<file path="config.mk">
export PLATFORM = sky130hd
export DESIGN_NAME = bitserial_logic_unit
export DESIGN_NICKNAME = d
export VERILOG_FILES = /design/src/rtl/bitserial_logic_unit.sv
export SDC_FILE = /design/constraint.sdc
export NUM_CORES = 1
export LEC_CHECK = 0
export BUFFER_PORTS_ARGS = -buffer_cell sky130_fd_sc_hd__buf_2
export CAP_MARGIN = 30
export CORE_ASPECT_RATIO = 0.5
export CORE_MARGIN = 8
export CORE_UTILIZATION = 49
export CTS_CLUSTER_DIAMETER = 60
export DETAILED_ROUTE_END_ITERATION = 8
export HOLD_SLACK_MARGIN = 0.02
export PLACE_DENSITY = 0.73
export SYNTH_ARGS = -nofsm -noshare
export SYNTH_HDL_FRONTEND = slang
export SYNTH_SLANG_ARGS = --single-unit
</file>
<file path="constraint.sdc">
create_clock -name clk -period 2.3 [get_ports clk]
set_clock_uncertainty 0.1 [all_clocks]
set_input_delay 0.23 -clock clk [delete_from_list [all_inputs] [get_ports clk]]
set_output_delay 0.23 -clock clk [all_outputs]
set_load 0.03 [all_outputs]
</file>
<file path="src/rtl/bitserial_logic_unit.sv">
// Bit-serial bitwise logic unit: applies one of eight logic ops BITS_PER_CYCLE bits per clock.
// Optional zero/parity result flags are built in when the BLU_FLAGS_EN macro is defined.
module bitserial_logic_unit #(
   parameter int WIDTH          = 8,
   parameter int BITS_PER_CYCLE = 1
) (
   input  logic             clk,
   input  logic             rst_n,
   input  logic             start,
   input  logic [2:0]       op,
   input  logic [WIDTH-1:0] a,
   input  logic [WIDTH-1:0] b,
   output logic             busy,
   output logic             done,
   output logic [WIDTH-1:0] y
`ifdef BLU_FLAGS_EN
   ,
   output logic             zero,
   output logic             parity
`endif
);

   localparam int BPC   = BITS_PER_CYCLE;
   localparam int STEPS = WIDTH / BPC;
   localparam int CW    = $clog2(STEPS) + 1;

   generate
      if ((WIDTH < 1) || (BPC < 1) || ((WIDTH % BPC) != 0)) begin : g_bad_params
         $error("bitserial_logic_unit: BITS_PER_CYCLE must be >= 1 and divide WIDTH");
      end
   endgenerate

   typedef enum logic [1:0] {
      S_IDLE = 2'd0,
      S_RUN  = 2'd1,
      S_DONE = 2'd2
   } state_t;

   state_t            state_r;
   state_t            state_next_s;
   logic              accept_s;
   logic              last_s;
   logic              busy_r;
   logic              done_r;
   logic [2:0]        op_r;
   logic [CW-1:0]     count_r;
   logic [WIDTH-1:0]  a_sh_r;
   logic [WIDTH-1:0]  b_sh_r;
   logic [WIDTH-1:0]  res_sh_r;
   logic [WIDTH-1:0]  y_r;
   logic [BPC-1:0]    slice_s;
   logic [WIDTH-1:0]  res_next_s;

   function automatic logic [BPC-1:0] apply_op(input logic [2:0] f,
                                               input logic [BPC-1:0] x,
                                               input logic [BPC-1:0] w);
      case (f)
         3'b000:  return x & w;
         3'b001:  return x | w;
         3'b010:  return x ^ w;
         3'b011:  return ~(x & w);
         3'b100:  return ~(x | w);
         3'b101:  return ~(x ^ w);
         3'b110:  return ~x;
         default: return x;
      endcase
   endfunction

   function automatic logic xor_reduce(input logic [WIDTH-1:0] v);
      return ^v;
   endfunction

   // Next-state decode; accept_s marks an operand capture, last_s the final step
   always_comb begin
      state_next_s = state_r;
      accept_s     = 1'b0;
      last_s       = 1'b0;
      case (state_r)
         S_IDLE: begin
            if (start) begin
               state_next_s = S_RUN;
               accept_s     = 1'b1;
            end else begin
               state_next_s = S_IDLE;
            end
         end
         S_RUN: begin
            if (count_r == CW'(STEPS - 1)) begin
               state_next_s = S_DONE;
               last_s       = 1'b1;
            end else begin
               state_next_s = S_RUN;
            end
         end
         S_DONE: begin
            if (start) begin
               state_next_s = S_RUN;
               accept_s     = 1'b1;
            end else begin
               state_next_s = S_IDLE;
            end
         end
         default: state_next_s = S_IDLE;
      endcase
   end

   // Current slice result, inserted at the MSB end so the LSB slice lands lowest after STEPS shifts
   always_comb begin
      slice_s    = apply_op(op_r, a_sh_r[BPC-1:0], b_sh_r[BPC-1:0]);
      res_next_s = (res_sh_r >> BPC) | (WIDTH'(slice_s) << (WIDTH - BPC));
   end

   // State register and registered handshake outputs
   always_ff @(posedge clk or negedge rst_n) begin
      if (!rst_n) begin
         state_r <= S_IDLE;
         busy_r  <= 1'b0;
         done_r  <= 1'b0;
      end else begin
         state_r <= state_next_s;
         busy_r  <= (state_next_s == S_RUN);
         done_r  <= last_s;
      end
   end

   // Operand/result shift datapath and step counter
   always_ff @(posedge clk or negedge rst_n) begin
      if (!rst_n) begin
         op_r     <= 3'b000;
         count_r  <= '0;
         a_sh_r   <= '0;
         b_sh_r   <= '0;
         res_sh_r <= '0;
      end else if (accept_s) begin
         op_r     <= op;
         count_r  <= '0;
         a_sh_r   <= a;
         b_sh_r   <= b;
         res_sh_r <= '0;
      end else if (state_r == S_RUN) begin
         count_r  <= count_r + CW'(1);
         a_sh_r   <= a_sh_r >> BPC;
         b_sh_r   <= b_sh_r >> BPC;
         res_sh_r <= res_next_s;
      end else begin
         count_r  <= count_r;
      end
   end

   // Visible result: only updated on the edge that completes the last step
   always_ff @(posedge clk or negedge rst_n) begin
      if (!rst_n) begin
         y_r <= '0;
      end else if (last_s) begin
         y_r <= res_next_s;
      end else begin
         y_r <= y_r;
      end
   end

   assign busy = busy_r;
   assign done = done_r;
   assign y    = y_r;

`ifdef BLU_FLAGS_EN
   logic zero_r;
   logic parity_r;

   // Result flags, captured alongside y
   always_ff @(posedge clk or negedge rst_n) begin
      if (!rst_n) begin
         zero_r   <= 1'b1;
         parity_r <= 1'b0;
      end else if (last_s) begin
         zero_r   <= (res_next_s == '0);
         parity_r <= xor_reduce(res_next_s);
      end else begin
         zero_r   <= zero_r;
         parity_r <= parity_r;
      end
   end

   assign zero   = zero_r;
   assign parity = parity_r;
`endif

endmodule
</file>
==> impl_metrics.py <==
metrics = {
    "critical_path": {
        "cp-end-kind": "register",
        "worst_setup_path_start_kind": "register",
        "reg2reg_slack_ns": 0.46,
        "required_ns": 2.39,
        "rr_startpoint": "a_sh_r[0]$_DFFE_PN0P_",
        "arrival_ns": 1.93,
        "slowest_delay_ns": 0.48,
        "cp_cell_sequence": "inv_1 > ha_1 > a2111oi_0 > nor4b_1 > mux2_2",
        "cp_max_fo": 3,
        "cp_slowest_cell": "a2111oi_0",
        "cp-startpoint": "a_sh_r[0]$_DFFE_PN0P_",
        "criticalPathCategory": "reg -> reg",
    },
    "floorplanning": {
        "core_area_um2": 3470,
        "dieArea_um2": 5970,
        "ioPinCount": 32,
        "die_x_um": 102,
        "start_util_pct": 51.6,
        "rows": 15,
        "die_h_um": 58.8,
    },
    "detailed_routing": {
        "first_iter_violations": 24,
        "via_per_inst": 5.21,
        "wirelength_mm": 3.24,
        "vias": 1220,
        "remaining_drc_errors": 0,
        "dr.pass1.iters": 4,
        "wl_per_cell_um": 13.9,
        "ant_nets": 0,
    },
    "placed_design": {
        "placedInstanceArea_um2": 2000,
        "dp.cells": 225,
        "io_buffer_count": 31,
        "gp_congestion": 0.684,
        "place_hpwl_mm": 2.21,
    },
    "grt": {
        "grt_start_max_net_pins": 43,
        "use_met2_pct": 18.1,
        "overflow": 0,
        "grt_use_total_pct": 11.7,
        "grt.busiest_layer": "met2",
        "grt_pass1_wl_mm": 5.42,
        "met1_usage_pct": 13.7,
        "use_met3_pct": 4.11,
        "antenna_found_initial": 0,
        "first_global_vias": 1190,
    },
    "cts": {
        "clk_latency_ns": 0.30,
        "htree_levels": 2,
        "cts_buffers": 5,
        "path_clk_slew_ns": 0.08,
        "postCtsResizedCells": 0,
        "cts_hold_buf": 1,
        "root_buffer": "clkbuf_8",
        "post-cts-setup-buffer-count": 0,
        "cts_buffer_depth": 2,
        "cts_tree": "yes",
        "cts.sink_count": 42,
    },
    "cells_and_area": {
        "drive_above_1_share_pct": 31.1,
        "final_cell_area_um2": 2140,
        "antennaDiodeCount": 0,
        "final_cells": 234,
        "nNetsFinal": 207,
        "syn2layout_area_growth_pct": 19.5,
    },
    "hold_path": {
        "min_path_type": "in -> reg",
        "min-delay-start": "a[4]",
    },
    "pwr": {
        "pwr-share-clk_pct": 22.7,
        "power_frac_comb_pct": 36.1,
        "cellPowerDensity_nw_per_um2": 1430,
        "swShare_pct": 35.0,
        "internal_power_mw": 1.99,
        "leakage_nw": 1.01,
        "seqPwrFrac_pct": 41.2,
        "p_switching_mw": 1.07,
        "irDropWorstVdd_v": 0.000450,
    },
    "logic_synthesis": {
        "synth_warnings": 0,
        "synth_edf_count": 0,
        "synth_area_leaders": "dfrtp_1 59%, mux2_2 6.9%, mux2i_1 5.6%",
        "async_flop_share_pct": 100,
        "yosys.area.top_type": "dfrtp_1",
        "yosysMostFrequentCell": "dfrtp_1",
        "syn_avg_cell_area_um2": 12.1,
        "syn_nets": 173,
        "postSynthCellCount": 148,
        "ys_seq_elements": 42,
        "ys_types": 26,
        "synth_area_um2": 1790,
        "ys_seq_area_share_pct": 58.6,
        "netlist_top_cells_count": "42 x dfrtp_1, 19 x nand2_1, 14 x o21ai_0, 11 x mux2_2",
        "synthFlopType": "dfrtp_1",
        "synth_top_area_share_pct": 58.6,
    },
    "timing": {
        "drv_slew": 0,
        "timing.final.crit_period_ns": 1.84,
        "hold_viol": 0,
        "grt_setup_unrepaired": "no",
        "hold_ws_ns": 0.0331,
        "setup_viol": 0,
        "relSlewSlack_pct": 40.0,
        "max_slew.worst_pin.slew_ns": 0.900,
        "tns_ns": 0,
        "finalCritPeriodShare_pct": 80.0,
        "fmax_mhz": 544,
    },
    "flow_run": {
        "max-cap-violations": 0,
    },
    "outcome": {
        "outcome": "finished, final reports clean",
    },
}
[state kept, by name, summed over array words and instances (netlist names)]
register and cells:
state_r 2, done 1, b_sh_r 8, op_r 3, count_r 4, busy 1, a_sh_r 8, res_sh_r 7
y 8
[final timing paths]
check	cells after the start	endpoint
setup / recovery	5	y[7]$_DFFE_PN0P_
hold / removal	3	a_sh_r[4]$_DFFE_PN0P_
setup reg to reg	5	y[7]$_DFFE_PN0P_
hold reg to reg	2	b_sh_r[2]$_DFFE_PN0P_
max in group asynchronous	2	b_sh_r[1]$_DFFE_PN0P_
min in group asynchronous	2	a_sh_r[3]$_DFFE_PN0P_
[cell type report]
| cell class | count | area, um^2 |
|---|---|---|
| clock buffer | 5 | 68.8 |
| fill | 275 | 1330 |
| clock inverter | 3 | 68.8 |
| inverter | 2 | 7.51 |
| tap | 51 | 63.8 |
| timing repair buffer | 36 | 195 |
| multi-input combinational | 95 | 688 |
| sequential | 42 | 1050 |
[layout by cell type (no fill, tap or decap), drive strengths merged]
cell type,n
a22o,10
dlygate4sd3,1
nand2b,7
ha,3
nor3,4
xor2,1
nor4b,1
clkbuf,5
mux2i,10
a2111oi,1
nand2,19
buf,35
nand4b,1
o21ai,14
dfrtp,42
a21oi,2
a22oi,2
inv,2
and2b,1
a221o,2
nand4,1
mux2,11
bufinv,2
clkinv,1
nor2,3
nor2b,2
[critical path, delay by kind of cell (launching register included)]
family                     cells  cell delay [ns]
and+or+nand+nor                1             0.12
buffers and inverters          1             0.07
muxes                          1             0.28
adders and majority gates      1             0.31
AOI/OAI and AO/OA              1             0.48
DFF                            1             0.37
[cells by family after synthesis]
logic type / synth area share, %
muxes: 12.5
xor gates and xnor gates: 0.489
and+or+nand+nor: 11.4
AOI/OAI and AO/OA: 11.8
buffers and inverters: 3.14
DFF: 58.6
adders and majority gates: 2.09
[per-stage QoR]
stage	util (%)	total power [mW]	setup WS, ns
floorplan	-	2.11	0.662
global placement	57.5	2.34	0.604
detailed placement	57.5	2.39	0.534
CTS	61.7	3.09	0.490
global route	61.7	3.27	0.357
finish	61.7	3.06	0.460
[power groups by stage]
stage	Sequential, mW	Clock [mW]	Combinational (mW)
final	1.26	0.695	1.11
after global routing	1.31	0.739	1.22
after CTS	1.26	0.708	1.12
after detailed placement	1.27	0	1.12
after global placement	1.26	0	1.08
after floorplan	1.37	0	0.745
[routing by layer]
metal	vias to the layer above	wire [um]	share of wire, %
met5	-	0	0
li1	596	-	-
met2	24	1450	45
met1	593	1560	48
met4	0	70	2.2
met3	7	169	5.2
No activity file was read; power rests on OpenSTA's default activity.
